===== src/rtl/mac_array_sequencer_pkg.sv =====
// mac_seq_pkg: shared FSM state encoding and default sizing for the
// MAC array sequencer.
package mac_seq_pkg;
  localparam int MAC_LAT_D = 3;   // MAC lane pipeline depth
  localparam int CLR_CYC_D = 2;   // array clear hold cycles
  localparam int CNT_W_D   = 10;  // tap count width
  localparam int W_W       = 8;   // broadcast weight width

  typedef enum logic [2:0] {
    ST_IDLE,
    ST_CLEAR,
    ST_RUN,
    ST_DRAIN,
    ST_DONE
  } seq_st_e;
endpackage


===== src/rtl/mac_array_sequencer_if.sv =====
// mac_seq_if: weight stream and result handshake between the fetch logic,
// the sequencer and the downstream result consumer.
interface mac_seq_if;
  import mac_seq_pkg::*;
  logic           w_valid;
  logic [W_W-1:0] w_data;
  logic           w_ready;
  logic           act_adv;
  logic           res_valid;
  logic           res_ready;

  modport master (output w_valid, w_data, res_ready,
                  input  w_ready, act_adv, res_valid);
  modport slave  (input  w_valid, w_data, res_ready,
                  output w_ready, act_adv, res_valid);
endinterface


===== src/rtl/mac_array_sequencer_tap_cnt.sv =====
// mac_seq_tap_cnt: loadable up-counter; 'last' flags that the next
// increment reaches 'lim'. Used for tap counting and phase timing.
module mac_seq_tap_cnt #(
  parameter int W = 10
) (
  input  logic         clk,
  input  logic         rst,
  input  logic         clr,
  input  logic         inc,
  input  logic [W-1:0] lim,
  output logic [W-1:0] q,
  output logic         last
);
  assign last = (q + W'(1)) == lim;

  // count register; clear wins over increment
  always_ff @(posedge clk or negedge rst)
    if (!rst)     q <= '0;
    else if (clr) q <= '0;
    else if (inc) q <= q + W'(1);
endmodule


===== src/rtl/mac_array_sequencer.sv =====
// mac_array_sequencer: runs one accumulation job on the SIMD MAC array:
// clear, stream taps (stopping the array on bubbles), drain, present result.
// Optional MAC_SEQ_PERF_EN adds the stall_cnt performance counter.
module mac_array_sequencer
  import mac_seq_pkg::*;
#(
  parameter int MAC_LAT = MAC_LAT_D,
  parameter int CNT_W   = CNT_W_D,
  parameter int CLR_CYC = CLR_CYC_D
) (
  input  logic             clk,
  input  logic             rst,
  input  logic             start,
  input  logic             mode,
  input  logic [CNT_W-1:0] num_w,
  input  logic             abort,
  mac_seq_if.slave         sif,
  output logic             arr_sel,
  output logic [W_W-1:0]   arr_w,
  output logic             arr_stop,
  output logic             arr_rst,
  output logic             busy,
  output logic [CNT_W-1:0] tap_cnt
`ifdef MAC_SEQ_PERF_EN
  ,
  output logic [CNT_W+6:0] stall_cnt
`endif
);
  seq_st_e          st, st_n;
  logic [CNT_W-1:0] num_w_q, num_w_n, ph_q, ph_lim;
  logic             hs, tap_clr, tap_last, ph_inc, ph_last;
  logic             w_ready_n, act_adv_n, arr_sel_n, arr_stop_n, arr_rst_n, res_valid_n;
  logic [W_W-1:0]   arr_w_n;
  logic             unused_ph;

  // abort suppresses the handshake on its edge
  assign hs      = (st == ST_RUN) && sif.w_valid && sif.w_ready && !abort;
  assign tap_clr = (st == ST_IDLE) && start;

  // one phase counter times both CLEAR and DRAIN; it idles at zero elsewhere
  assign ph_inc    = (st == ST_CLEAR) || (st == ST_DRAIN);
  assign ph_lim    = (st == ST_CLEAR) ? CNT_W'(CLR_CYC) : CNT_W'(MAC_LAT);
  assign unused_ph = ^ph_q;

  mac_seq_tap_cnt #(.W(CNT_W)) u_tap (
    .clk(clk), .rst(rst), .clr(tap_clr), .inc(hs),
    .lim(num_w_q), .q(tap_cnt), .last(tap_last)
  );

  mac_seq_tap_cnt #(.W(CNT_W)) u_ph (
    .clk(clk), .rst(rst), .clr(!ph_inc), .inc(ph_inc),
    .lim(ph_lim), .q(ph_q), .last(ph_last)
  );

  // next state, then next registered outputs decoded from the next state
  always_comb begin
    st_n        = st;
    num_w_n     = num_w_q;
    arr_sel_n   = arr_sel;
    arr_w_n     = arr_w;
    w_ready_n   = 1'b0;
    act_adv_n   = 1'b0;
    arr_stop_n  = 1'b1;
    arr_rst_n   = 1'b0;
    res_valid_n = 1'b0;
    unique case (st)
      ST_IDLE:  if (start) begin
                  st_n      = ST_CLEAR;
                  arr_sel_n = mode;
                  num_w_n   = num_w;
                end
      ST_CLEAR: if (ph_last) st_n = (num_w_q != '0) ? ST_RUN : ST_DONE;
      ST_RUN:   if (hs && tap_last) st_n = ST_DRAIN;
      ST_DRAIN: if (ph_last) st_n = ST_DONE;
      ST_DONE:  if (sif.res_valid && sif.res_ready) st_n = ST_IDLE;
      default:  st_n = ST_IDLE;
    endcase
    if (abort && st != ST_IDLE) st_n = ST_IDLE;
    if (hs) begin
      act_adv_n = 1'b1;
      arr_w_n   = sif.w_data;
    end
    case (st_n)
      ST_IDLE:  arr_rst_n = 1'b1;
      ST_CLEAR: begin arr_rst_n = 1'b1; arr_stop_n = 1'b0; end
      // first RUN cycle follows the clear unstopped; later ones stop on bubbles
      ST_RUN:   begin w_ready_n = 1'b1; arr_stop_n = (st == ST_RUN) ? !hs : 1'b0; end
      ST_DRAIN: arr_stop_n = 1'b0;
      default:  res_valid_n = 1'b1;
    endcase
  end

  // state and output registers
  always_ff @(posedge clk or negedge rst)
    if (!rst) begin
      st            <= ST_IDLE;
      num_w_q       <= '0;
      arr_sel       <= 1'b0;
      arr_w         <= '0;
      arr_stop      <= 1'b1;
      arr_rst       <= 1'b1;
      busy          <= 1'b0;
      sif.w_ready   <= 1'b0;
      sif.act_adv   <= 1'b0;
      sif.res_valid <= 1'b0;
    end else begin
      st            <= st_n;
      num_w_q       <= num_w_n;
      arr_sel       <= arr_sel_n;
      arr_w         <= arr_w_n;
      arr_stop      <= arr_stop_n;
      arr_rst       <= arr_rst_n;
      busy          <= (st_n != ST_IDLE);
      sif.w_ready   <= w_ready_n;
      sif.act_adv   <= act_adv_n;
      sif.res_valid <= res_valid_n;
    end

`ifdef MAC_SEQ_PERF_EN
  localparam int SW = CNT_W + 7;
  // saturating count of stopped RUN cycles, restarted per job
  always_ff @(posedge clk or negedge rst)
    if (!rst)                                         stall_cnt <= '0;
    else if (tap_clr)                                 stall_cnt <= '0;
    else if (st == ST_RUN && arr_stop && !(&stall_cnt)) stall_cnt <= stall_cnt + SW'(1);
`endif
endmodule

===== src/flat_wrapper.sv =====
// flat-port wrapper written by rule: the top's interface ports become plain ports
module mac_array_sequencer_flat import mac_seq_pkg::*;
#(
  parameter int MAC_LAT = MAC_LAT_D,
  parameter int CNT_W   = CNT_W_D,
  parameter int CLR_CYC = CLR_CYC_D
)
  (clk, rst, start, mode, num_w, abort, arr_sel, arr_w, arr_stop, arr_rst, busy, tap_cnt, sif_w_valid, sif_w_data, sif_res_ready, sif_w_ready, sif_act_adv, sif_res_valid);
  mac_seq_if sif_i ();
  input  logic clk;
  input  logic rst;
  input  logic start;
  input  logic mode;
  input  logic [CNT_W-1:0] num_w;
  input  logic abort;
  output logic arr_sel;
  output logic [W_W-1:0] arr_w;
  output logic arr_stop;
  output logic arr_rst;
  output logic busy;
  output logic [CNT_W-1:0] tap_cnt;
  input wire logic [$bits(sif_i.w_valid)-1:0] sif_w_valid;
  input wire logic [$bits(sif_i.w_data)-1:0] sif_w_data;
  input wire logic [$bits(sif_i.res_ready)-1:0] sif_res_ready;
  output wire logic [$bits(sif_i.w_ready)-1:0] sif_w_ready;
  output wire logic [$bits(sif_i.act_adv)-1:0] sif_act_adv;
  output wire logic [$bits(sif_i.res_valid)-1:0] sif_res_valid;
  assign sif_i.w_valid = sif_w_valid;
  assign sif_i.w_data = sif_w_data;
  assign sif_i.res_ready = sif_res_ready;
  assign sif_w_ready = sif_i.w_ready;
  assign sif_act_adv = sif_i.act_adv;
  assign sif_res_valid = sif_i.res_valid;
  mac_array_sequencer #(.MAC_LAT(MAC_LAT), .CNT_W(CNT_W), .CLR_CYC(CLR_CYC)) u_core (.clk(clk), .rst(rst), .start(start), .mode(mode), .num_w(num_w), .abort(abort), .sif(sif_i), .arr_sel(arr_sel), .arr_w(arr_w), .arr_stop(arr_stop), .arr_rst(arr_rst), .busy(busy), .tap_cnt(tap_cnt));
endmodule

===== config.mk =====
export PLATFORM = sky130hd
export DESIGN_NAME = mac_array_sequencer_flat
export DESIGN_NICKNAME = d
export VERILOG_FILES = /design/src/rtl/mac_array_sequencer_pkg.sv /design/src/rtl/mac_array_sequencer_if.sv /design/src/rtl/mac_array_sequencer_tap_cnt.sv /design/src/rtl/mac_array_sequencer.sv /design/src/flat_wrapper.sv
export SDC_FILE = /design/constraint.sdc
export NUM_CORES = 1
export LEC_CHECK = 0
export ABC_AREA = 0
export CAP_MARGIN = 15
export CORE_MARGIN = 4
export CORE_UTILIZATION = 30
export DETAILED_ROUTE_END_ITERATION = 12
export GPL_ROUTABILITY_DRIVEN = 0
export GPL_TIMING_DRIVEN = 0
export HOLD_SLACK_MARGIN = 0.02
export REMOVE_ABC_BUFFERS = 1
export SETUP_SLACK_MARGIN = 0.05
export SLEW_MARGIN = 20
export SYNTH_ARGS = -nofsm -noshare
export SYNTH_HDL_FRONTEND = slang
export SYNTH_HIERARCHICAL = 1
export SYNTH_SLANG_ARGS = --single-unit

===== constraint.sdc =====
create_clock -name clk -period 3.4 [get_ports clk]
set_clock_uncertainty 0.15 [all_clocks]
set_input_delay 0.68 -clock clk [delete_from_list [all_inputs] [get_ports clk]]
set_output_delay 0.68 -clock clk [all_outputs]
set_load 0.005 [all_outputs]

[Word level (Yosys, flattened, before mapping)]
Cells that the tools add are included.
Word-level totals
  register bits after elaboration: 48
  bits of input ports: 25
  output and inout port bits: 25
  logic and storage cells: 61
Operators by class
  add/sub/neg operators: 2
  equality and inequality tests: 9
  muxes and demuxes: 18
  reductions and logical operators: 20
Operator list (number)
  two-way mux 10 bit: 3
  two-way mux 3 bit: 7
  adder 10 x 1 -> 10 bit, second input constant: 2
  equality test 10 bit: 2
  one-hot mux 3 bit (5 select lines): 1
  equality test 3 x 2 -> 1 bit, second input constant: 4
  nonzero test 10 bit: 1
  logical AND 1 bit: 7
  equality test 3 x 1 -> 1 bit, second input constant: 2
  zero test 3 bit: 2
  two-way mux 1 bit: 6
  nonzero test 3 bit: 2
  OR reduction 2 bit: 2
  OR reduction 4 bit: 1
  equality test 3 bit, second input constant: 1
  zero test 1 bit: 2
  one-hot mux 1 bit (2 select lines): 1
  AND reduction 2 bit: 1
  nonzero test 2 bit: 1
  logical OR 1 bit: 1

[Logic depth before layout (Yosys ltp)]
  word-level depth: 11
  depth in mapped cells: 12
  gate-level depth less buffers: 10

[Hierarchy]
The synthesis kept the hierarchy.
By module, submodules not included
  mac_seq_tap_cnt: times used 2, cells an instance 83, area an instance 759.5 um^2, seq. area each 250.2 um^2
  mac_array_sequencer: times used 1, cells an instance 88, area an instance 1196.1 um^2, seq. area each 703.2 um^2

[Worst setup path after synthesis]
OpenSTA, ideal clock, no wires.
  path kind: register -> register
  start point: reg u_core.st[0]
  end point: reg u_core.busy
  setup time: 131 ps
  arrival: 2670 ps
  required time: 3119 ps
  setup slack: 449 ps
  cell stages (with the launch flop): 13
  buffers on the path: 2
  clock period less this slack: 2951 ps
  cell sequence: dfrtp_1 > buf_2 > nor2b_1 > nand2b_1 > xnor2_1 > nor2_1 > nand4_1 > nor4_2 > nand2_1 > xnor2_1 > and3_1 > buf_2 > or3_1
On the way
  elaborated cells on any way between the ends: 21
  classes of those cells: eq/ne: 5; mux: 8; reduce/logical: 8
RTL lines
  from (decl): RTL line mac_array_sequencer.sv:29  | seq_st_e st, st_n;
  from (signal assigned): RTL line mac_array_sequencer.sv:107  | st <= st_n;
  equality test 3 x 1 -> 1 bit (*): RTL line mac_array_sequencer.sv:42  | assign ph_lim = (st == ST_CLEAR) ? CNT_W'(CLR_CYC) : CNT_W'(MAC_LAT);
  two-way mux 1 bit (*): RTL line mac_array_sequencer.sv:42
  net u_core.ph_lim[0]: RTL line mac_array_sequencer.sv:30  | logic [CNT_W-1:0] num_w_q, num_w_n, ph_q, ph_lim;
  equality test 10 bit (*): RTL line mac_array_sequencer_tap_cnt.sv:14  | assign last = (q + W'(1)) == lim;
  net u_core.ph_last: RTL line mac_array_sequencer.sv:31  | logic hs, tap_clr, tap_last, ph_inc, ph_last;
  two-way mux 3 bit (on tied branches): RTL line mac_array_sequencer.sv:74, mac_array_sequencer.sv:72
  one-hot mux 3 bit (5 select lines) (*): RTL line mac_array_sequencer.sv:66  | unique case (st)
  two-way mux 3 bit (*): RTL line mac_array_sequencer.sv:78  | if (abort && st != ST_IDLE) st_n = ST_IDLE;
  net u_core.st_n[1]: RTL line mac_array_sequencer.sv:29
  nonzero test 3 bit (*): RTL line mac_array_sequencer.sv:113  | busy <= (st_n != ST_IDLE);
  to (signal assigned): RTL line mac_array_sequencer.sv:113
  to (decl): RTL line mac_array_sequencer.sv:22  | output logic busy,
The timed path passes the listed nets; every way through them passes the cells marked *.
A chain may end at the register's enable or synchronous reset.

[Worst setup path in the final report]
  start point: reg u_core.st[0]
  end point: reg u_core.busy
On the way
  elaborated cells on any way between the ends: 21
  classes of those cells: eq/ne: 5; mux: 8; reduce/logical: 8
RTL lines (RTL line)
  equality test 3 x 1 -> 1 bit (*): mac_array_sequencer.sv:42
  two-way mux 1 bit (*): mac_array_sequencer.sv:42
  net u_core.ph_lim[0]: mac_array_sequencer.sv:30
  equality test 10 bit (*): mac_array_sequencer_tap_cnt.sv:14
  net u_core.ph_last: mac_array_sequencer.sv:31
  two-way mux 3 bit (on tied branches): mac_array_sequencer.sv:74, mac_array_sequencer.sv:72
  one-hot mux 3 bit (5 select lines) (*): mac_array_sequencer.sv:66
  two-way mux 3 bit (*): mac_array_sequencer.sv:78
  nonzero test 3 bit (*): mac_array_sequencer.sv:113
Marked as above.

==> metrics.txt <==
Min Hold Slack 0.192 ns; Yosys reg bits 48; HP Class in -> async; critical path startpoint category flip-flop; post-cts sizing count 1; critical path class reg -> reg; CTS Buf Count 5; CTS H-tree lvls 2; relative slew slack 0.488; die area approximately 11000 um^2; core area 8760 um^2; Synth Flop Type dfrtp_1; drt initial violations 39; I/O pin total 50; Slew Limit Fails 0; Async S/R FF share, synth 1.00; Crit. path cell count 10; static leakage 1.41 nW; worst reg2reg path startpoint u_core/st[0]$_DFF_PN0_; syn_area_per_cell 10.7 um^2; Post-CTS Hold Fix Bufs 0; Vias 1995; # Post-CTS Setup Buffers 0; Most Frequent Cell on Critical Path xnor2_1; synth warn 6; DIE HEIGHT 103 um; slowest stage delay, CP 0.59 ns; Sink Count 48; post-route ant nets 0; Root Buffer clkbuf_8; DRT Pass-1 Iters 4; status completed; worst-path maximum fanout 9; Die W a little over 100 um; post-synth top area share 0.424; R2R setup slack 0.29 ns; Initial Utilization 0.310; gr ovfl total 0; initial antenna violation count 0; fin crit period a little over 3 ns; area leader, netlist dfrtp_1; Post-synth EDFFs 0; n_diodes 0; synthesized instance count 254; total of max-cap violations 0; CP cell instances nor2b_4 -> nand2b_1 -> xnor2_1 -> nor2_1 -> nand4_1 -> nor4_2 -> nand2_1 -> xnor2_1 -> and3_1 -> or3_1; Layout Nets 333; CTS max path bufs 2; vias per cell 4.81; Synth-to-Final Area Change 27.0%; most common cell in the netlist dfrtp_1; worst-margin pin slew 0.764 ns; routed len/inst approximately 14 um; Post-Syn Area about 2700 um^2; first-pass GRT wire length between 10000 and 15000 um; Crit Reg-Reg Endpoint u_core/busy$_DFF_PN0_; CP delay by family, top simple AND/OR/NAND/NOR gates; sequential element share of the synthesized area 0.443; RSZ-0062 raised after global routing no; fin crit share 0.914; Area contributors post-synth dfrtp_1 42%, xnor2_1 8.7%, mux2_2 7.9%; CP max stage cell dfrtp_1; pre-CTS setup slack -0.0827 ns; synth cell count leaders 46 x dfrtp_1, 27 x xnor2_1, 23 x nor2_1; number of global-route vias before repair 2035; R2R depth 10; layout cells sized above 1 0.163; CP Buf/Inv Count 0; post-synthesis cell type count 45; Max Fclk 0.322 GHz; largest net degree at the start of global routing 27; row cnt 34; CTS tree done; Power Density 499 nW/um^2; DRC 0; maximum vdd drop ~0.27 mV; Post-Place Cells slightly above 400; All-Layer GR Usage 0.118; CP arrival ~3.2 ns; clk_lat worst skew 0.31 ns; hpwl dp about 4200 um; CP required 3.45 ns; Reg clk slew, reported paths 0.11 ns; Setup Viol. Count Final 0; Post-Layout Cell Count between 400 and 500; Fin Setup TNS 0 ns; final setup margin 0.291 ns; WL final 5820 um; CP Capture Type flip-flop; # port buffers 49; Final Hold Viols 0
## metal layers
metal  vias to the layer above  track usage  wire length, um
met2                        36        0.191             2750
met1                       963        0.157             2710
met3                         6       0.0291              276
met4                         0       0.0359               80
met5                         -            0                0
li1                        990            -                -
## area by class of cell
type	count	area (um^2)
well taps	108	135
multi-input cells	198	1460
clock inverters	3	46.3
inverters	1	3.75
flip-flops and latches	48	1200
clock buffers	5	68.8
fillers	870	5320
repair buffers	52	532
## where the power goes
part | total, W | switching [W] | internal [W]
registers | 0.000784 | 0.000113 | 0.000670
clock network | 0.000430 | 0.000208 | 0.000222
logic | 0.000505 | 0.000224 | 0.000281
total | 0.00172 | 0.000546 | 0.00117
## worst reg2reg max path: stages (launching register included)
cell and delay (ns):
dfrtp_1 0.59, nor2b_4 0.36, nand2b_1 0.11, xnor2_1 0.13, nor2_1 0.11, nand4_1 0.12
nor4_2 0.55, nand2_1 0.13, xnor2_1 0.14, and3_1 0.24, or3_1 0.37
## cells in the final DEF (no fill, tap or decap), drive strengths merged, types with 3 or more instances in the layout
cell type	Yosys	final
xor2	16	16
mux2	19	19
conb	2	9
o21ai	6	6
buf	10	4
clkdlybuf4s50	0	48
nor4	4	4
nand3	11	11
and3	9	9
nor2	23	23
nand4	10	10
nand4b	4	4
nor3	6	6
xnor2	27	27
nor4b	3	3
nand2	11	11
or3	7	7
clkbuf	4	5
dfrtp	46	46
a21oi	11	11
## worst max path at each step
stage,startpoint,endpoint,slack [ns]
floorplan,u_core/st[0]$_DFF_PN0_,u_core/busy$_DFF_PN0_,0.52
global placement,start,u_core/num_w_q[7]$_DFFE_PN0P_,-0.22
detailed placement,abort,u_core/u_tap/q[7]$_DFFE_PN0P_,-0.08
CTS,u_core/st[0]$_DFF_PN0_,u_core/busy$_DFF_PN0_,0.16
global route,u_core/st[0]$_DFF_PN0_,u_core/sif.w_ready$_DFF_PN0_,0.13
finish,u_core/st[0]$_DFF_PN0_,u_core/busy$_DFF_PN0_,0.29
## state kept, by name, indices dropped and copies added, names as in the netlist
name / flops
u_core/busy: 1
u_core/st: 3
u_core/arr_rst: 1
u_core/sif.w_ready: 1
u_core/sif.res_valid: 1
u_core/arr_stop: 1
u_core/u_tap/q: 10
u_core/arr_w: 8
u_core/u_ph/q: 10
u_core/sif.act_adv: 1
u_core/arr_sel: 1
u_core/num_w_q: 10
## through the flow
step / utilization / power (W) / cell area [um^2]
2_1_floorplan: - / 0.00111 / 2650
4_1_cts: 0.392 / 0.00174 / 3430
6_report: 0.393 / 0.00172 / 3450
3_3_place_gp: 0.374 / 0.00127 / 3280
3_5_place_dp: 0.378 / 0.00130 / 3310
5_1_grt: 0.393 / 0.00184 / 3450
## cell families after synthesis
| logic type | Yosys count | synth area share |
|---|---|---|
| flip-flops | 48 | 0.443 |
| multiplexers | 21 | 0.0862 |
| XOR/XNOR | 43 | 0.139 |
| adder cells (fa/ha/maj) | 2 | 0.00922 |
| AO/OA/AOI/OAI | 25 | 0.0558 |
| AND/OR/NAND/NOR | 98 | 0.229 |
| buffers and inverters | 15 | 0.0350 |
| other | 2 | 0.00277 |
Power figures use the tool's default switching activity.
